===== config.mk =====
export PLATFORM = sky130hd
export DESIGN_NAME = pcm_envelope_decim
export DESIGN_NICKNAME = d
export VERILOG_FILES = /design/src/rtl/pcm_envelope_decim.sv
export SDC_FILE = /design/constraint.sdc
export NUM_CORES = 1
export LEC_CHECK = 0
export CAP_MARGIN = 20
export CORE_MARGIN = 2
export CORE_UTILIZATION = 45
export CTS_BUF_LIST = sky130_fd_sc_hd__clkbuf_16
export DETAILED_ROUTE_END_ITERATION = 8
export GPL_TIMING_DRIVEN = 0
export SYNTH_ARGS = -nofsm -noshare
export SYNTH_HDL_FRONTEND = slang
export SYNTH_SLANG_ARGS = --single-unit

===== constraint.sdc =====
create_clock -name pcm_clk -period 7.6 [get_ports pcm_clk]
set_input_delay 1.52 -clock pcm_clk [delete_from_list [all_inputs] [get_ports pcm_clk]]
set_output_delay 1.52 -clock pcm_clk [all_outputs]
set_load 0.1 [all_outputs]

===== src/rtl/pcm_envelope_decim.sv =====
// pcm_envelope_decim: per-lane PCM envelope detector and power-of-two
// decimator. Each lane averages |x| over 2^shift_q accepted samples and
// presents the truncated mean on a valid/ready output register.
module pcm_envelope_decim #(
  parameter int CHANNEL   = 3,
  parameter int MAX_SHIFT = 8
) (
  input  logic                    pcm_clk,
  input  logic                    rst_n,
  input  logic                    en,
  input  logic                    cfg_load,
  input  logic [3:0]              dec_shift,
  input  logic [CHANNEL-1:0]      pcm_in_valid,
  output logic [CHANNEL-1:0]      pcm_in_ready,
  input  logic [16*CHANNEL-1:0]   pcm_in,
  output logic [CHANNEL-1:0]      pcm_out_valid,
  input  logic [CHANNEL-1:0]      pcm_out_ready,
  output logic [16*CHANNEL-1:0]   pcm_out
);

  // Accumulator holds up to 2^MAX_SHIFT magnitudes of 15 bits without overflow.
  localparam int         ACC_W       = 15 + MAX_SHIFT;
  localparam logic [3:0] MAX_SHIFT_C = 4'(MAX_SHIFT);

  logic [3:0]           shift_q;
  logic [3:0]           shift_d;
  logic [MAX_SHIFT:0]   group_pow;
  logic [MAX_SHIFT-1:0] group_last;
  logic                 clear_acc;

  // Clamp the requested decimation on cfg_load and derive the last-sample count.
  always_comb begin
    shift_d = shift_q;
    if (cfg_load) begin
      shift_d = (dec_shift > MAX_SHIFT_C) ? MAX_SHIFT_C : dec_shift;
    end
    group_pow  = {{MAX_SHIFT{1'b0}}, 1'b1} << shift_q;
    group_last = MAX_SHIFT'(group_pow - 1'b1);
    clear_acc  = cfg_load | ~en;
  end

  // Decimation setting register.
  always_ff @(posedge pcm_clk or negedge rst_n) begin
    if (!rst_n) begin
      shift_q <= 4'd0;
    end else begin
      shift_q <= shift_d;
    end
  end

  genvar gi;
  generate
    for (gi = 0; gi < CHANNEL; gi++) begin : g_lane
      logic signed [15:0]   x;
      logic [14:0]          mag;
      logic [ACC_W-1:0]     sum;
      logic [ACC_W-1:0]     acc_q, acc_d;
      logic [MAX_SHIFT-1:0] cnt_q, cnt_d;
      logic [15:0]          out_q, out_d;
      logic                 ov_q, ov_d;
      logic                 accept;

      // Ready is combinational so it tracks en/cfg_load even while in reset.
      assign pcm_in_ready[gi]          = en & ~cfg_load & (~ov_q | pcm_out_ready[gi]);
      assign pcm_out_valid[gi]         = ov_q;
      assign pcm_out[16*gi +: 16]      = out_q;

      // Magnitude, accumulation and output-register update for this lane.
      always_comb begin
        x      = pcm_in[16*gi +: 16];
        accept = pcm_in_valid[gi] & pcm_in_ready[gi];
        if (x == 16'sh8000) begin
          mag = 15'h7fff;
        end else if (x[15]) begin
          mag = 15'(~x[14:0]) + 15'd1;
        end else begin
          mag = x[14:0];
        end
        sum   = acc_q + ACC_W'(mag);
        acc_d = acc_q;
        cnt_d = cnt_q;
        out_d = out_q;
        ov_d  = ov_q;
        if (ov_q && pcm_out_ready[gi]) begin
          ov_d = 1'b0;
        end
        if (clear_acc) begin
          acc_d = '0;
          cnt_d = '0;
        end else if (accept) begin
          if (cnt_q == group_last) begin
            // Mean of the group is < 2^15, so the top output bit is always 0.
            out_d = 16'(sum >> shift_q) & 16'h7fff;
            ov_d  = 1'b1;
            acc_d = '0;
            cnt_d = '0;
          end else begin
            acc_d = sum;
            cnt_d = cnt_q + MAX_SHIFT'(1);
          end
        end
      end

      // Lane state; reset discards any partial group and pending output.
      always_ff @(posedge pcm_clk or negedge rst_n) begin
        if (!rst_n) begin
          acc_q <= '0;
          cnt_q <= '0;
          out_q <= '0;
          ov_q  <= 1'b0;
        end else begin
          acc_q <= acc_d;
          cnt_q <= cnt_d;
          out_q <= out_d;
          ov_q  <= ov_d;
        end
      end
    end
  endgenerate

endmodule


# Word-level counts from Yosys, hierarchy flattened
# Index checks and enable logic that the tools add are counted.
# totals
reg_bits	145
in_bits	62
out_inout_bits	54
# op_classes
add_sub_neg	10
n_lt_le_gt_ge	1
eq_ne	6
n_shift	4
n_mux	37
bitwise_logic	20
n_reduce_logical	9
# op_table
cell	count
$mux W23	9
$mux W15	6
$mux W8	9
$add A23 B15 Y23	3
$shr A23 B4 Y15	3
$eq A16 B16 Y1 const B	3
$add A15 B1 Y15 const B	3
$not A15 Y15	3
$add A8 B1 Y8 const B	3
$eq A8 B8 Y1	3
$mux W1	12
$reduce_and A3 Y1	3
$shl A1 B4 Y8 const A	1
$sub A8 B1 Y8 const B	1
$and A1 B1 Y1	7
$not A1 Y1	6
$reduce_bool A2 Y1	3
$gt A4 B4 Y1 const B	1
$mux W4	1
$or A1 B1 Y1	4
$logic_and A1 B1 Y1	3

# Logic depth before layout (Yosys ltp)
# logic_depth
ltp_word	8
mapped_depth	22
depth_no_buf	20

# Worst setup path before layout
# No wires, ideal clock.
# synth_path
path_kind	input port to flip-flop
from	input pcm_in[32]
to	register g_lane[2].out_q[6]
t_arrival_ns	5.942
required_time_ns	7.478
setup_slack_ns	1.536
stages	21
path_cell_list	inv_1 > ha_1 > nand2_1 > or3_1 > nand2b_1 > or3_1 > or3b_2 > clkbuf_1 > nand2_1 > ha_1 > inv_1 > fa_1 > nor2b_1 > o2111ai_1 > a21oi_2 > o211ai_1 > a21boi_2 > mux2i_1 > a21oi_1 > o32a_1 > a22o_1
# synth_via
elab_chain_len	6
elab_cells_between_ends	7
classes_between	2 x add/sub; 1 x eq/ne; 1 x shift; 2 x mux; 1 x bitwise
# synth_rtl
item	line_no	rtl
start: declaration	15	input logic [16*CHANNEL-1:0] pcm_in,
$not A15 Y15	75	mag = 15'(~x[14:0]) + 15'd1;
$add A15 B1 Y15	75	
$mux W15	74	end else if (x[15]) begin
$mux W15 (*)	72	if (x == 16'sh8000) begin
$add A23 B15 Y23 (*)	79	sum = acc_q + ACC_W'(mag);
$shr A23 B4 Y15 (*)	93	out_d = 16'(sum >> shift_q) & 16'h7fff;
end signal: assignment	114	out_q <= out_d;
end: declaration	59	logic [15:0] out_q, out_d;
# Mark *: on every way between the ends. The rest lies on a longest branch, timed or not.
# A chain may end at the register's enable or synchronous reset.

# Worst setup path in the final report
# layout_path
from	input pcm_in[0]
to	register g_lane[0].out_q[13]
# layout_via
elab_chain_len	6
elab_cells_between_ends	7
classes_between	2 x add/sub; 1 x eq/ne; 1 x shift; 2 x mux; 1 x bitwise
# layout_rtl
item	line_no
$not A15 Y15	75
$add A15 B1 Y15	75
$mux W15	74
$mux W15 (*)	72
$add A23 B15 Y23 (*)	79
$shr A23 B4 Y15 (*)	93
end signal: assignment	114
end: declaration	59
# Marks and branches as above.

==> impl_metrics.py <==
metrics = {
    "global_routing": {
        "antenna_found_initial": 1,
        "grt_pass1_vias": 13800,
        "grt_overflow": 0,
        "grt_pass1_wl_um": 83000,
        "grt_usage_pct": 33.1,
        "grt_max_degree": 79,
    },
    "synth": {
        "yosysMostFrequentCell": "nand2_1",
        "yosysUniqueCellTypes": 100,
        "ys_warn_count": 0,
        "synthTopCellsByArea": "dfrtp_1 (26%), nand2_1 (6.4%), ha_1 (5.1%)",
        "synth.yosys.seq_area_share_pct": 26.2,
        "synth.largest_area_cell": "dfrtp_1",
        "netlist_instances": 1744,
        "syn_avg_cell_area_sq_um": 7.95,
        "synth_area_sq_mm": 0.0139,
        "ys.flop_type": "dfrtp_1",
        "synth_edf_count": 0,
        "async_reset_ff_share_pct": 100,
        "ys_top_cells_by_count": "nand2_1 (238), dfrtp_1 (145), nor2_1 (140), o21ai_0 (132), a21oi_1 (107)",
        "ys_seq_elements": 145,
        "synth_top_area_share_pct": 26.2,
    },
    "critical_path": {
        "critPathKind": "input pin to flip-flop",
        "worstPathArrival_ps": 7490,
        "crit_path_end_kind": "flip-flop",
        "start_kind": "input pin",
        "worstPathMaxFanout": 10,
        "cp.required_ps": 7950,
    },
    "clock_tree": {
        "post-cts-setup-buffers": 0,
        "clk_pin_slew_ps": 60,
        "cts_tree": "yes",
        "cts_hold_buf": 0,
        "clockBufferDepth": 2,
        "cts_resized": 0,
        "insertion_delay_ps": 470,
        "numCtsBuffers": 17,
        "cts-root-buf": "clkbuf_16",
        "cts_num_sinks": 145,
        "ctsHtreeMaxLevel": 4,
    },
    "pwr": {
        "power_density_mw_per_mm2": 187,
        "p_leak_nw": 6.91,
        "vdd_ir_drop_max_mv": 0.179,
    },
    "timing": {
        "slew_violations": 0,
        "tightest_slew_ps": 1190,
        "whs_ps": 466,
        "finalSetupViolations": 0,
        "slew_headroom_pct": 20.6,
        "layout_worst_path_cycle_share_pct": 93.9,
        "skew_ps": 13.4,
        "period_minus_slack_ps": 7130,
        "hold_viol": 0,
        "fin_ws_ps": 466,
        "fin_tns_setup_ps": 0,
        "rsz0062_at_grt": "no",
        "fmax_mhz": 140,
    },
    "placement": {
        "gp_congestion": 0.972,
        "port_buffers": 111,
        "dp_hpwl_um": 41200,
        "pre_cts_ws_ps": 137,
    },
    "detailed_routing": {
        "post-route-drc-count": 0,
        "post_drt_wl_per_cell_um": 23.9,
        "drt-total-wl_um": 54700,
        "ant_nets": 0,
        "first_pass_iters": 6,
        "viasPerCell": 6.51,
        "vias": 14900,
        "drt_iter0_drc": 1474,
    },
    "floorplanning": {
        "initial_core_util_pct": 45.5,
        "die-area_sq_mm": 0.0322,
        "io_pins": 116,
        "die_h_um": 179,
        "coreArea_sq_mm": 0.0304,
        "rows": 64,
        "chipWidth_um": 179,
    },
    "cells_and_area": {
        "nNetsFinal": 2002,
        "syn_to_final_growth_pct": 16.7,
        "fillers": 2937,
        "drive_gt1_share_pct": 6.87,
        "n_antenna_cell": 0,
    },
    "outcome": {
        "status": "finished clean",
    },
    "flow_run": {
        "drv_cap": 0,
    },
    "worst_hold_path": {
        "min_path_type": "flip-flop to flip-flop",
    },
}
## final cells by class
| type | count | area [sq um] | area share (%) |
|---|---|---|---|
| multi-input cells | 1449 | 9610 | 59.4 |
| clock buffers | 17 | 425 | 2.63 |
| clock inverters | 14 | 221 | 1.37 |
| plain buffers | 117 | 498 | 3.08 |
| well taps | 396 | 495 | 3.06 |
| repair buffers | 115 | 1160 | 7.20 |
| flip-flops and latches | 145 | 3630 | 22.4 |
| inverters | 35 | 131 | 0.812 |
## placed cells by master, fill, tap and decap left out, types with 40 or more instances in the layout
cell / n
nand2_1: 238
nand3_1: 48
clkdlybuf4s50_1: 110
xor2_1: 71
o21ai_0: 132
a21oi_1: 107
clkbuf_1: 85
nor3_1: 48
nor2_1: 140
dfrtp_1: 145
ha_1: 57
a22o_1: 40
## sequential cells by signal (all words and copies together) (netlist names)
| name | cells |
|---|---|
| g_lane.out_q | 45 |
| shift_q | 4 |
| g_lane.acc_q | 69 |
| g_lane.ov_q | 3 |
| g_lane.cnt_q | 24 |
## path summary, 6_finish.rpt
| path | slack [ps] | depth (start not counted) | start | endpoint |
|---|---|---|---|---|
| worst min register to register | 470 | 2 | g_lane[0].out_q[5]$_DFFE_PN0P_ | g_lane[0].out_q[5]$_DFFE_PN0P_ |
| min in group asynchronous | 1000 | 1 | rst_n | g_lane[0].cnt_q[3]$_DFFE_PN0P_ |
| worst max-delay path | 470 | 21 | pcm_in[0] | g_lane[0].out_q[13]$_DFFE_PN0P_ |
| worst min-delay path | 470 | 2 | g_lane[0].out_q[5]$_DFFE_PN0P_ | g_lane[0].out_q[5]$_DFFE_PN0P_ |
| worst max register to register | 1890 | 16 | shift_q[0]$_DFFE_PN0P_ | g_lane[0].out_q[0]$_DFFE_PN0P_ |
| max in group asynchronous | 5790 | 2 | rst_n | g_lane[2].acc_q[7]$_DFFE_PN0P_ |
## logic make-up after synthesis
logic type	count (synthesis)	synth area share, %
adders and majority gates	60	5.58
muxes	64	6.29
other	1	0.0271
AOI/OAI and AO/OA	586	29.2
and+or+nand+nor	628	21.4
buffers and inverters	152	4.54
DFF	145	26.2
xor gates and xnor gates	108	6.83
## critical path: stages
cell and delay [ps]:
clkdlybuf4s50_1 440, inv_1 100, ha_1 170, nand2_1 70
or3_1 350, nand2b_1 190, or3_1 370, or3b_2 460
clkbuf_1 160, clkbuf_1 240, nand2_1 140, ha_1 270
a21oi_1 100, o21ai_0 460, a21boi_0 290, a211oi_1 640
mux2_2 420, nor3_2 380, a211oi_1 140, a211o_1 300
mux2_2 270
## report_power, final
| part | total (mW) | leakage, nW | internal [mW] | switching (mW) |
|---|---|---|---|---|
| Clock | 0.979 | 0.320 | 0.607 | 0.372 |
| Sequential | 0.833 | 1.99 | 0.805 | 0.0280 |
| Combinational | 1.21 | 4.61 | 0.397 | 0.810 |
| Total | 3.02 | 6.91 | 1.81 | 1.21 |
## metal layers
layer  global-route usage [%]  routed length [um]
met5                        0                   0
met4                     13.8                2330
met3                     8.23                5500
met2                     49.2               23200
met1                     45.9               23700
## metrics by stage
step	total power [mW]	cell area [sq um]	instances	util (%)
final	3.02	16200	2288	53.1
after global routing	3.12	16200	2288	53.1
after CTS	2.98	16200	2287	53.1
after detailed placement	2.01	15500	2256	51.0
after global placement	2.00	15500	2253	50.8
after floorplan	1.64	13900	1746	-
No activity file was read; power rests on OpenSTA's default activity.
